## config.mk

```make
export PLATFORM = sky130hd
export DESIGN_NAME = mem_access_ctrl_flat
export DESIGN_NICKNAME = d
export VERILOG_FILES = /design/src/rtl/mem_access_ctrl_if.sv /design/src/rtl/mem_access_ctrl.sv /design/src/flat_wrapper.sv
export SDC_FILE = /design/constraint.sdc
export NUM_CORES = 1
export LEC_CHECK = 0
export CAP_MARGIN = 5
export CORE_MARGIN = 1
export CORE_UTILIZATION = 39
export DETAILED_ROUTE_END_ITERATION = 8
export HOLD_SLACK_MARGIN = 0.02
export PLACE_DENSITY = 0.76
export SETUP_SLACK_MARGIN = 0.5
export SYNTH_ARGS = -nofsm -noshare
export SYNTH_HDL_FRONTEND = slang
export SYNTH_SLANG_ARGS = --single-unit
```

## constraint.sdc

```tcl
create_clock -name clk -period 1.7 [get_ports clk]
set_clock_uncertainty 0.05 [all_clocks]
set_input_delay 0.425 -clock clk [delete_from_list [all_inputs] [get_ports clk]]
set_output_delay 0.425 -clock clk [all_outputs]
set_load 0.005 [all_outputs]
```

## src/rtl/mem_access_ctrl_if.sv

```systemverilog
`default_nettype none
// ============================================================================
//  Module   : mem_access_ctrl_if
//  Purpose  : Data-memory bus bundle between the MEM-stage load/store
//             controller (master) and the data memory (slave).
//  Signals  : dmem_req   - bus request, held until dmem_ack
//             dmem_we    - 1 = write, 0 = read
//             dmem_addr  - word-aligned byte address ([1:0] = 00)
//             dmem_be    - byte enables, one per lane (4 lanes)
//             dmem_wdata - lane-placed store data
//             dmem_ack   - transfer complete; read data valid same cycle
//             dmem_rdata - read word
//  Revision : 1.0  initial release
// ============================================================================
interface mem_access_ctrl_if #(
    parameter int DATA_WIDTH = 32,
    parameter int ADDR_WIDTH = 32
);
    logic                  dmem_req;
    logic                  dmem_we;
    logic [ADDR_WIDTH-1:0] dmem_addr;
    logic [3:0]            dmem_be;
    logic [DATA_WIDTH-1:0] dmem_wdata;
    logic                  dmem_ack;
    logic [DATA_WIDTH-1:0] dmem_rdata;

    modport master (
        output dmem_req,
        output dmem_we,
        output dmem_addr,
        output dmem_be,
        output dmem_wdata,
        input  dmem_ack,
        input  dmem_rdata
    );

    modport slave (
        input  dmem_req,
        input  dmem_we,
        input  dmem_addr,
        input  dmem_be,
        input  dmem_wdata,
        output dmem_ack,
        output dmem_rdata
    );
endinterface
`default_nettype wire

```

## src/rtl/mem_access_ctrl.sv

```systemverilog
`default_nettype none
// ============================================================================
//  Module   : mem_access_ctrl
//  Purpose  : MEM-stage load/store controller. Converts a pipeline load or
//             store into a single req/ack data-memory transaction with byte
//             enables, stalls the pipeline while the access is outstanding,
//             and returns the aligned, sign/zero-extended load result as a
//             registered value for write-back.
//  Ports    : clk, rst_n          - clock, asynchronous active-low reset
//             mem_read, mem_write - load / store in MEM stage (both = load)
//             funct3              - 000 B, 001 H, 010 W, 100 BU, 101 HU
//             addr, store_data    - byte address and rs2 value
//             mem_stall           - freeze pipeline (combinational)
//             data_mem_read       - extended load result (registered)
//             load_done           - one-cycle pulse when data_mem_read updates
//             misalign_err        - misaligned-access pulse (MISALIGN_TRAP_EN)
//             bus                 - data-memory bus, master side
//  Config   : MISALIGN_TRAP_EN - when defined, misaligned accesses raise
//             misalign_err and issue no bus cycle; when undefined, the low
//             address bits are forced aligned to the access size.
//  Revision : 1.0  initial release
// ============================================================================
module mem_access_ctrl #(
    parameter int DATA_WIDTH = 32,
    parameter int ADDR_WIDTH = 32
) (
    input  wire logic                  clk,
    input  wire logic                  rst_n,
    input  wire logic                  mem_read,
    input  wire logic                  mem_write,
    input  wire logic [2:0]            funct3,
    input  wire logic [ADDR_WIDTH-1:0] addr,
    input  wire logic [DATA_WIDTH-1:0] store_data,
    output logic                       mem_stall,
    output logic [DATA_WIDTH-1:0]      data_mem_read,
    output logic                       load_done,
`ifdef MISALIGN_TRAP_EN
    output logic                       misalign_err,
`endif
    mem_access_ctrl_if.master          bus
);

    typedef enum logic [1:0] {
        ST_IDLE = 2'd0,
        ST_BUSY = 2'd1,
        ST_DONE = 2'd2
    } state_t;

    // ------------------------------------------------------------------
    // Registered state
    // ------------------------------------------------------------------
    state_t                state_q,         state_d;
    logic                  dmem_req_q,      dmem_req_d;
    logic                  dmem_we_q,       dmem_we_d;
    logic [ADDR_WIDTH-1:0] dmem_addr_q,     dmem_addr_d;
    logic [3:0]            dmem_be_q,       dmem_be_d;
    logic [DATA_WIDTH-1:0] dmem_wdata_q,    dmem_wdata_d;
    logic [1:0]            off_q,           off_d;
    logic [2:0]            funct3_q,        funct3_d;
    logic                  is_load_q,       is_load_d;
    logic [DATA_WIDTH-1:0] data_mem_read_q, data_mem_read_d;
    logic                  load_done_q,     load_done_d;
`ifdef MISALIGN_TRAP_EN
    logic                  misalign_err_q,  misalign_err_d;
`endif

    // ------------------------------------------------------------------
    // Request decode
    // ------------------------------------------------------------------
    logic                  start;
    logic                  size_b;
    logic                  size_h;
    logic                  size_w;
    logic                  trap;
    logic [1:0]            off_eff;
    logic [3:0]            be_store;
    logic [DATA_WIDTH-1:0] wdata_store;

    assign start = mem_read | mem_write;

    // Loads decode BU/HU as well; every other encoding (and any store
    // funct3 above 010) degenerates to a word access.
    always_comb begin
        size_b = (funct3 == 3'b000) || (mem_read && (funct3 == 3'b100));
        size_h = (funct3 == 3'b001) || (mem_read && (funct3 == 3'b101));
        size_w = !size_b && !size_h;
    end

`ifdef MISALIGN_TRAP_EN
    logic misaligned;
    assign misaligned = (size_h & addr[0]) | (size_w & (|addr[1:0]));
    assign trap       = misaligned;
`else
    assign trap       = 1'b0;
`endif

    // Offset actually used for lane selection: forced aligned to the
    // access size so an untrapped misaligned access still hits whole lanes.
    always_comb begin
        off_eff = addr[1:0];
        if (size_w) begin
            off_eff = 2'b00;
        end else if (size_h) begin
            off_eff = {addr[1], 1'b0};
        end
    end

    // Store lane placement: data is replicated across lanes so the byte
    // enables alone decide which lane the memory writes.
    always_comb begin
        be_store    = 4'b1111;
        wdata_store = store_data;
        if (size_b) begin
            be_store    = 4'b0001 << off_eff;
            wdata_store = {(DATA_WIDTH/8){store_data[7:0]}};
        end else if (size_h) begin
            be_store    = 4'b0011 << {off_eff[1], 1'b0};
            wdata_store = {(DATA_WIDTH/16){store_data[15:0]}};
        end
    end

    // ------------------------------------------------------------------
    // Load extraction from the returned word
    // ------------------------------------------------------------------
    logic [7:0]            byte_sel;
    logic [15:0]           half_sel;
    logic [DATA_WIDTH-1:0] load_ext;

    always_comb begin
        case (off_q)
            2'd0:    byte_sel = bus.dmem_rdata[7:0];
            2'd1:    byte_sel = bus.dmem_rdata[15:8];
            2'd2:    byte_sel = bus.dmem_rdata[23:16];
            default: byte_sel = bus.dmem_rdata[31:24];
        endcase
        half_sel = off_q[1] ? bus.dmem_rdata[31:16] : bus.dmem_rdata[15:0];

        case (funct3_q)
            3'b000:  load_ext = {{(DATA_WIDTH-8){byte_sel[7]}},   byte_sel};
            3'b001:  load_ext = {{(DATA_WIDTH-16){half_sel[15]}}, half_sel};
            3'b100:  load_ext = {{(DATA_WIDTH-8){1'b0}},          byte_sel};
            3'b101:  load_ext = {{(DATA_WIDTH-16){1'b0}},         half_sel};
            default: load_ext = bus.dmem_rdata;
        endcase
    end

    // ------------------------------------------------------------------
    // Next-state logic
    // ------------------------------------------------------------------
    always_comb begin
        state_d         = state_q;
        dmem_req_d      = dmem_req_q;
        dmem_we_d       = dmem_we_q;
        dmem_addr_d     = dmem_addr_q;
        dmem_be_d       = dmem_be_q;
        dmem_wdata_d    = dmem_wdata_q;
        off_d           = off_q;
        funct3_d        = funct3_q;
        is_load_d       = is_load_q;
        data_mem_read_d = data_mem_read_q;
        load_done_d     = 1'b0;
`ifdef MISALIGN_TRAP_EN
        misalign_err_d  = 1'b0;
`endif

        case (state_q)
            ST_IDLE: begin
`ifdef MISALIGN_TRAP_EN
                misalign_err_d = start & misaligned;
`endif
                if (start && !trap) begin
                    state_d      = ST_BUSY;
                    dmem_req_d   = 1'b1;
                    // A simultaneous read and write is treated as a load.
                    dmem_we_d    = !mem_read;
                    dmem_addr_d  = {addr[ADDR_WIDTH-1:2], 2'b00};
                    dmem_be_d    = mem_read ? 4'b1111 : be_store;
                    dmem_wdata_d = mem_read ? '0 : wdata_store;
                    off_d        = off_eff;
                    funct3_d     = funct3;
                    is_load_d    = mem_read;
                end
            end

            ST_BUSY: begin
                if (bus.dmem_ack) begin
                    state_d    = ST_DONE;
                    dmem_req_d = 1'b0;
                    if (is_load_q) begin
                        data_mem_read_d = load_ext;
                        load_done_d     = 1'b1;
                    end
                end
            end

            // The instruction is still presented here, so inputs are
            // deliberately ignored for one cycle.
            ST_DONE: begin
                state_d = ST_IDLE;
            end

            default: begin
                state_d    = ST_IDLE;
                dmem_req_d = 1'b0;
            end
        endcase
    end

    // ------------------------------------------------------------------
    // State registers
    // ------------------------------------------------------------------
    always_ff @(posedge clk or negedge rst_n) begin
        if (!rst_n) begin
            state_q         <= ST_IDLE;
            dmem_req_q      <= 1'b0;
            dmem_we_q       <= 1'b0;
            dmem_addr_q     <= '0;
            dmem_be_q       <= 4'b0000;
            dmem_wdata_q    <= '0;
            off_q           <= 2'b00;
            funct3_q        <= 3'b000;
            is_load_q       <= 1'b0;
            data_mem_read_q <= '0;
            load_done_q     <= 1'b0;
`ifdef MISALIGN_TRAP_EN
            misalign_err_q  <= 1'b0;
`endif
        end else begin
            state_q         <= state_d;
            dmem_req_q      <= dmem_req_d;
            dmem_we_q       <= dmem_we_d;
            dmem_addr_q     <= dmem_addr_d;
            dmem_be_q       <= dmem_be_d;
            dmem_wdata_q    <= dmem_wdata_d;
            off_q           <= off_d;
            funct3_q        <= funct3_d;
            is_load_q       <= is_load_d;
            data_mem_read_q <= data_mem_read_d;
            load_done_q     <= load_done_d;
`ifdef MISALIGN_TRAP_EN
            misalign_err_q  <= misalign_err_d;
`endif
        end
    end

    // ------------------------------------------------------------------
    // Outputs
    // ------------------------------------------------------------------
    // Gated by rst_n so the stall drops immediately while reset is held,
    // even if the pipeline still presents a memory instruction.
    assign mem_stall = rst_n &
                       (((state_q == ST_IDLE) & start & ~trap) |
                        (state_q == ST_BUSY));

    assign data_mem_read  = data_mem_read_q;
    assign load_done      = load_done_q;
`ifdef MISALIGN_TRAP_EN
    assign misalign_err   = misalign_err_q;
`endif

    assign bus.dmem_req   = dmem_req_q;
    assign bus.dmem_we    = dmem_we_q;
    assign bus.dmem_addr  = dmem_addr_q;
    assign bus.dmem_be    = dmem_be_q;
    assign bus.dmem_wdata = dmem_wdata_q;

endmodule
`default_nettype wire
```

## src/flat_wrapper.sv

```systemverilog
// flat-port wrapper written by rule: the top's interface ports become plain ports
module mem_access_ctrl_flat 
#(
    parameter int DATA_WIDTH = 32,
    parameter int ADDR_WIDTH = 32
)
  (clk, rst_n, mem_read, mem_write, funct3, addr, store_data, mem_stall, data_mem_read, load_done, bus_dmem_req, bus_dmem_we, bus_dmem_addr, bus_dmem_be, bus_dmem_wdata, bus_dmem_ack, bus_dmem_rdata);
  mem_access_ctrl_if #(.DATA_WIDTH(DATA_WIDTH), .ADDR_WIDTH(ADDR_WIDTH)) bus_i ();
  input  wire logic clk;
  input  wire logic rst_n;
  input  wire logic mem_read;
  input  wire logic mem_write;
  input  wire logic [2:0] funct3;
  input  wire logic [ADDR_WIDTH-1:0] addr;
  input  wire logic [DATA_WIDTH-1:0] store_data;
  output logic mem_stall;
  output logic [DATA_WIDTH-1:0] data_mem_read;
  output logic load_done;
  output wire logic [$bits(bus_i.dmem_req)-1:0] bus_dmem_req;
  output wire logic [$bits(bus_i.dmem_we)-1:0] bus_dmem_we;
  output wire logic [$bits(bus_i.dmem_addr)-1:0] bus_dmem_addr;
  output wire logic [$bits(bus_i.dmem_be)-1:0] bus_dmem_be;
  output wire logic [$bits(bus_i.dmem_wdata)-1:0] bus_dmem_wdata;
  input wire logic [$bits(bus_i.dmem_ack)-1:0] bus_dmem_ack;
  input wire logic [$bits(bus_i.dmem_rdata)-1:0] bus_dmem_rdata;
  assign bus_dmem_req = bus_i.dmem_req;
  assign bus_dmem_we = bus_i.dmem_we;
  assign bus_dmem_addr = bus_i.dmem_addr;
  assign bus_dmem_be = bus_i.dmem_be;
  assign bus_dmem_wdata = bus_i.dmem_wdata;
  assign bus_i.dmem_ack = bus_dmem_ack;
  assign bus_i.dmem_rdata = bus_dmem_rdata;
  mem_access_ctrl #(.DATA_WIDTH(DATA_WIDTH), .ADDR_WIDTH(ADDR_WIDTH)) u_core (.clk(clk), .rst_n(rst_n), .mem_read(mem_read), .mem_write(mem_write), .funct3(funct3), .addr(addr), .store_data(store_data), .mem_stall(mem_stall), .data_mem_read(data_mem_read), .load_done(load_done), .bus(bus_i));
endmodule
```

==> results of run 1 <==
## tightest hold or removal path, delay by kind of cell
family                 cells  cell delay [ns]
buffers and inverters      3             0.81
## per-layer routing
metal / vias to the layer above / track usage, % / wire, um
met5: - / 0 / 0
met2: 234 / 44.4 / 9020
met4: 0 / 14.1 / 632
met1: 2467 / 31.9 / 7500
li1: 2348 / - / -
met3: 40 / 6.49 / 1430
## what timing repair did
| action | CTS | global route |
|---|---|---|
| setup buffers | 46 | 41 |
| cloned | 14 | 0 |
| setup endpoints to repair | 210 | 210 |
| endpoints found under the hold margin | 0 | 0 |
| resized for setup | 517 | 95 |
| pin swaps | 28 | 36 |
## through the flow
| step | hold WS, ns | utilization [%] | TNS, ns | instances |
|---|---|---|---|---|
| 2_1_floorplan | 0.0794 | - | 0 | 466 |
| 3_3_place_gp | 0.412 | 62.4 | -30.05 | 874 |
| 6_report | 0.350 | 74.0 | 0 | 990 |
| 5_1_grt | 0.398 | 74.0 | -0.623 | 989 |
| 4_1_cts | 0.354 | 68.8 | 0 | 948 |
| 3_5_place_dp | 0.420 | 62.4 | -34.34 | 874 |
## report_power, final
part	switching, mW	total, mW	internal, mW
registers	0.825	4.66	3.83
clock network	0.936	2.36	1.43
logic	3.72	9.09	5.37
## worst max-delay path by stage
stage	from	end	slack, ns	cells past startpoint
5_1_grt	u_core.off_q[0]$_DFFE_PN0P_	u_core.data_mem_read[25]$_DFFE_PN0P_	-0.05	5
6_report	u_core.off_q[0]$_DFFE_PN0P_	u_core.data_mem_read[27]$_DFFE_PN0P_	0.02	5
3_5_place_dp	mem_read	mem_stall	-0.50	4
4_1_cts	u_core.off_q[0]$_DFFE_PN0P_	u_core.data_mem_read[18]$_DFFE_PN0P_	0.01	5
3_3_place_gp	mem_read	mem_stall	-0.44	4
2_1_floorplan	u_core.off_q[0]$_DFFE_PN0P_	u_core.data_mem_read[20]$_DFFE_PN0P_	0.02	7
## state kept, by name, indices dropped and copies added, names as in the netlist
name and count:
u_core.bus.dmem_addr 30, u_core.data_mem_read 32, u_core.bus.dmem_we 1, u_core.state_q 2, u_core.bus.dmem_be 4, u_core.bus.dmem_wdata 32, u_core.is_load_q 1, u_core.load_done 1
u_core.off_q 2, u_core.bus.dmem_req 1, u_core.funct3_q 3
## kinds of logic after synthesis
kind of cell / share of synthesized area (%)
AO/OA/AOI/OAI: 15.8
buffers and inverters: 3.79
flip-flops: 53.3
multiplexers: 15.9
other: 0.0732
AND/OR/NAND/NOR: 11.2
## cells in the final DEF (no fill, tap or decap), types with 20 or more instances in the layout
cell type,instances
mux2_4,32
buf_4,119
o21ai_1,20
o21ai_2,27
nor2_1,24
nand2_4,22
buf_2,101
clkdlybuf4s50_1,93
dfrtp_1,108
mux2i_1,25
nand2_1,21
## final cells by class
type | instances | area (um2)
antenna | 1 | 2.50
clock inverter | 4 | 98.8
multi-input combinational | 319 | 2780
clock buffer | 10 | 229
inverter | 6 | 48.8
tap | 172 | 215
timing repair buffer | 369 | 3310
fill | 868 | 3310
sequential | 109 | 2730
==> results.yml, run 1 <==
logic_synthesis:
  synth_area_leaders: "dfrtp_1 53%, mux2_2 11%, o21ai_0 5.4%"
  yosysSeqAreaShare_pct: 53.3
  synth.most_common_cell: "dfrtp_1"
  syn_inst: 465
  ys.flop_type: "dfrtp_1"
  synth_edf_count: 0
  yosys_register_bits: 109
  yosysTopAreaCell: "dfrtp_1"
  synth_top_area_share_pct: 53.3
  async_flop_share_pct: 100
  synth_warnings: 0
  synth_area_mm2: 0.00512
  syn_avg_cell_area_um2: 11.0
  synth_common_cells: "109 x dfrtp_1, 62 x nand2_1, 55 x o21ai_0, 48 x mux2_2, 33 x a21oi_1"
  ys_types: 36
global_route:
  grt_pass1_vias: 5157
  track_usage_pct: 26.6
  grt_pass1_wl_mm: 27.1
  grt_max_degree: 57
  grt-ovfl-total: 0
  antenna_found_initial: 1
timing:
  timing.final.crit_share_pct: 98.6
  drv_slew: 0
  fin_crit_ns: 1.68
  rsz0062_at_grt: "true"
  slew_headroom_pct: 49.7
  worst_slack_ns: 0.0234
  tightest_slew_ns: 0.755
  setup_viol: 0
  timing.fmax_mhz: 596
  hold_viol_final: 0
critical_path:
  r2r_end: "u_core.data_mem_read[27]$_DFFE_PN0P_"
  cpMaxStageDelayCell: "mux4_2"
  reg2regPathDepth: 5
  r2r_slack_ns: 0.02
  setup.worst_path.class: "reg2reg"
  critPathMaxFanout: 8
  crit_required_ns: 1.88
  path_delay_family: "multiplexers"
  critPathBufInv: 1
  timing.rr.start: "u_core.off_q[0]$_DFFE_PN0P_"
  critPathMaxStageDelay_ns: 0.55
  worstPathCellList: "mux4_2 > mux2i_1 > or3_4 > buf_16 > a21oi_4"
  start_kind: "register"
  setup.worst_path.end_class: "register"
  crit_arrival_ns: 1.86
cts:
  cts.sinks: 109
  worstSkewPairLatency_ns: 0.34
  cts_max_level: 3
  numCtsBuffers: 9
  clkTransAtPathRegs_ns: 0.07
  cts_tree: "yes"
  clockBufferDepth: 2
  holdBufCountCts: 0
  root_buffer: "clkbuf_16"
run:
  drv_cap: 0
route:
  vias_per_cell: 5.14
  routedWlPerCell_um: 18.8
  ant_nets: 0
  num_vias: 5089
  first_pass_iters: 4
  drt_wl_total_mm: 18.6
  drcViolationCount: 0
  drtIter0Drc: 239
floorplan:
  coreArea_mm2: 0.0127
  io_pins: 208
  floorplan.initialDensity_pct: 40.3
  design.die.area_mm2: 0.0136
  std_cell_rows: 41
  die_h_um: 117
  die_w_um: 117
placement:
  placed_cell_area_mm2: 0.00794
  pre_cts_slack_ns: -0.503
  place_hpwl_mm: 12.0
  gp_congestion: 1.02
  port_buffers: 205
outcome:
  outcome: "completed"
cells_and_area:
  drive_gt1_share_pct: 55.3
  num-nets-final: 918
  syn_to_final_growth_pct: 83.8
  fin_area_mm2: 0.00941
pwr:
  p_per_area_mw_per_mm2: 1710
  power.leakage_nw: 4.52
  finalPower_mw: 16.1
  irDropWorstVdd_uv: 902
hold_path:
  hp-class: "in2async"
(Power assumes the default switching activity.)
==> inputs of run 2 (changes only) <==
- RECOVER_POWER: unset -> 25
==> run 2 against run 1 <==
Register-to-register slack hardly changed; sequential share of layout area hardly changed; clock-buffer cell count stayed put; critical path depth stayed put; sequential cell count stayed put; hold slack better by 0.088 ns; critical path type unchanged; utilization is 0.059 points lower; critical endpoint unchanged; global-route usage stayed put; clock power hardly changed; final area hardly changed.
==> results.yml, run 2 (synthesized netlist as in run 1, its figures left out) <==
timing:
  setup_viol: 0
  drv_slew: 0
  slew_headroom_pct: 45.9
  timing.fmax_mhz: 600
  hold_viol_final: 0
  fin_crit_ns: 1.67
  rsz0062_at_grt: "true"
  fin_hold_ws_ns: 0.438
  timing.final.crit_share_pct: 98.0
  tightest_slew_ns: 0.812
  setup_tns_ns: 0
  worst_slack_ns: 0.0344
floorplan:
  design.die.area_mm2: 0.0136
  die_w_um: 117
  io_pins: 208
  die_h_um: 117
  coreArea_mm2: 0.0127
  floorplan.initialDensity_pct: 40.3
  std_cell_rows: 41
placement:
  place_hpwl_mm: 12.0
  gp_congestion: 1.02
  port_buffers: 205
  pre_cts_slack_ns: -0.503
global_route:
  grt_pass1_wl_mm: 27.1
  track_usage_pct: 26.6
  grt_pass1_vias: 5157
  grt-ovfl-total: 0
  antenna_found_initial: 1
  grt_max_degree: 57
critical_path:
  critPathMaxFanout: 8
  reg2regPathDepth: 5
  setup.worst_path.end_class: "register"
  crit_arrival_ns: 1.84
  setup.worst_path.class: "reg2reg"
  crit_required_ns: 1.88
  start_kind: "register"
hold_path:
  hp-class: "reg2reg"
  hold_depth: 2
pwr:
  power.leakage_nw: 4.51
  p_per_area_mw_per_mm2: 1710
  irDropWorstVdd_uv: 902
cts:
  clkTransAtPathRegs_ns: 0.07
  cts_max_level: 3
  clockBufferDepth: 2
  numCtsBuffers: 9
  holdBufCountCts: 0
  cts.sinks: 109
  worstSkewPairLatency_ns: 0.34
  root_buffer: "clkbuf_16"
  cts_tree: "yes"
route:
  met1Wirelength_mm: 7.45
  met2_length_mm: 9.07
  drtIter0Drc: 211
  drcViolationCount: 0
  first_pass_iters: 4
  route.met3.wl_mm: 1.44
  ant_nets: 0
  num_vias: 5107
  drt_wl_total_mm: 18.6
  routedWlPerCell_um: 18.8
  vias_per_cell: 5.16
  highest_layer: "met4"
run:
  drv_cap: 0
cells_and_area:
  mostFrequentLayoutCell: "buf_4"
  drive_gt1_share_pct: 55.1
  layout_common_cells: "116 x buf_4, 108 x dfrtp_1, 101 x buf_2"
  fill_cells: 868
  syn_to_final_growth_pct: 83.7
  num-nets-final: 918
outcome:
  outcome: "completed"
run 2: changes by cell type in the layout (fill, tap and decap cells not counted):
cell	delta
buf_4	-3
clkbuf_4	+1
clkbuf_1	+2
run 2: critical path: stages, from the launching register on:
cell     delay, ns
dfrtp_1       0.40
mux4_2        0.54
mux2i_1       0.15
or3_4         0.19
buf_16        0.16
a21oi_4       0.06
run 2: repair_timing:
action                                 in CTS  in global routing
cloned                                     14                  0
pin swaps                                  28                 36
setup endpoints to repair                 210                210
buffers inserted                           46                 41
endpoints found under the hold margin       0                  0
resized for setup                         517                 95
run 2: where the power goes:
group / total (mW) / switching [mW] / internal [mW]
logic: 9.09 / 3.72 / 5.36
clock network: 2.36 / 0.933 / 1.43
registers: 4.66 / 0.824 / 3.83
total: 16.1 / 5.48 / 10.6
run 2: per-layer routing:
layer	up-vias	global-route usage, %
li1	2349	-
met1	2493	31.9
met2	226	44.4
met3	39	6.49
met4	0	14.1
met5	-	0
run 2: layout make-up:
type	instances	area [um2]	share of cell area (%)
timing repair buffer	369	3300	35.1
inverter	6	48.8	0.519
tap	172	215	2.29
multi-input combinational	319	2780	29.6
sequential	109	2730	29.0
antenna	1	2.50	0.0266
clock buffer	10	229	2.43
clock inverter	4	98.8	1.05
run 2: worst paths after layout:
kind | startpoint | endpoint | slack, ns
max in group asynchronous | rst_n | u_core.data_mem_read[28]$_DFFE_PN0P_ | 0.49
worst min register to register | u_core.bus.dmem_wdata[5]$_DFFE_PN0P_ | u_core.bus.dmem_wdata[5]$_DFFE_PN0P_ | 0.44
min in group asynchronous | rst_n | u_core.bus.dmem_wdata[13]$_DFFE_PN0P_ | 0.52
worst min-delay path | u_core.bus.dmem_wdata[5]$_DFFE_PN0P_ | u_core.bus.dmem_wdata[5]$_DFFE_PN0P_ | 0.44
worst max-delay path | u_core.off_q[0]$_DFFE_PN0P_ | u_core.data_mem_read[27]$_DFFE_PN0P_ | 0.03
worst max register to register | u_core.off_q[0]$_DFFE_PN0P_ | u_core.data_mem_read[27]$_DFFE_PN0P_ | 0.03
run 2: through the flow:
stage	power, mW	std cells	area [um2]	utilization (%)
floorplan	7.60	466	5360	-
global placement	11.0	874	7940	62.4
detailed placement	11.2	874	7940	62.4
CTS	14.7	948	8750	68.8
global route	16.9	989	9400	73.9
finish	16.1	990	9410	73.9
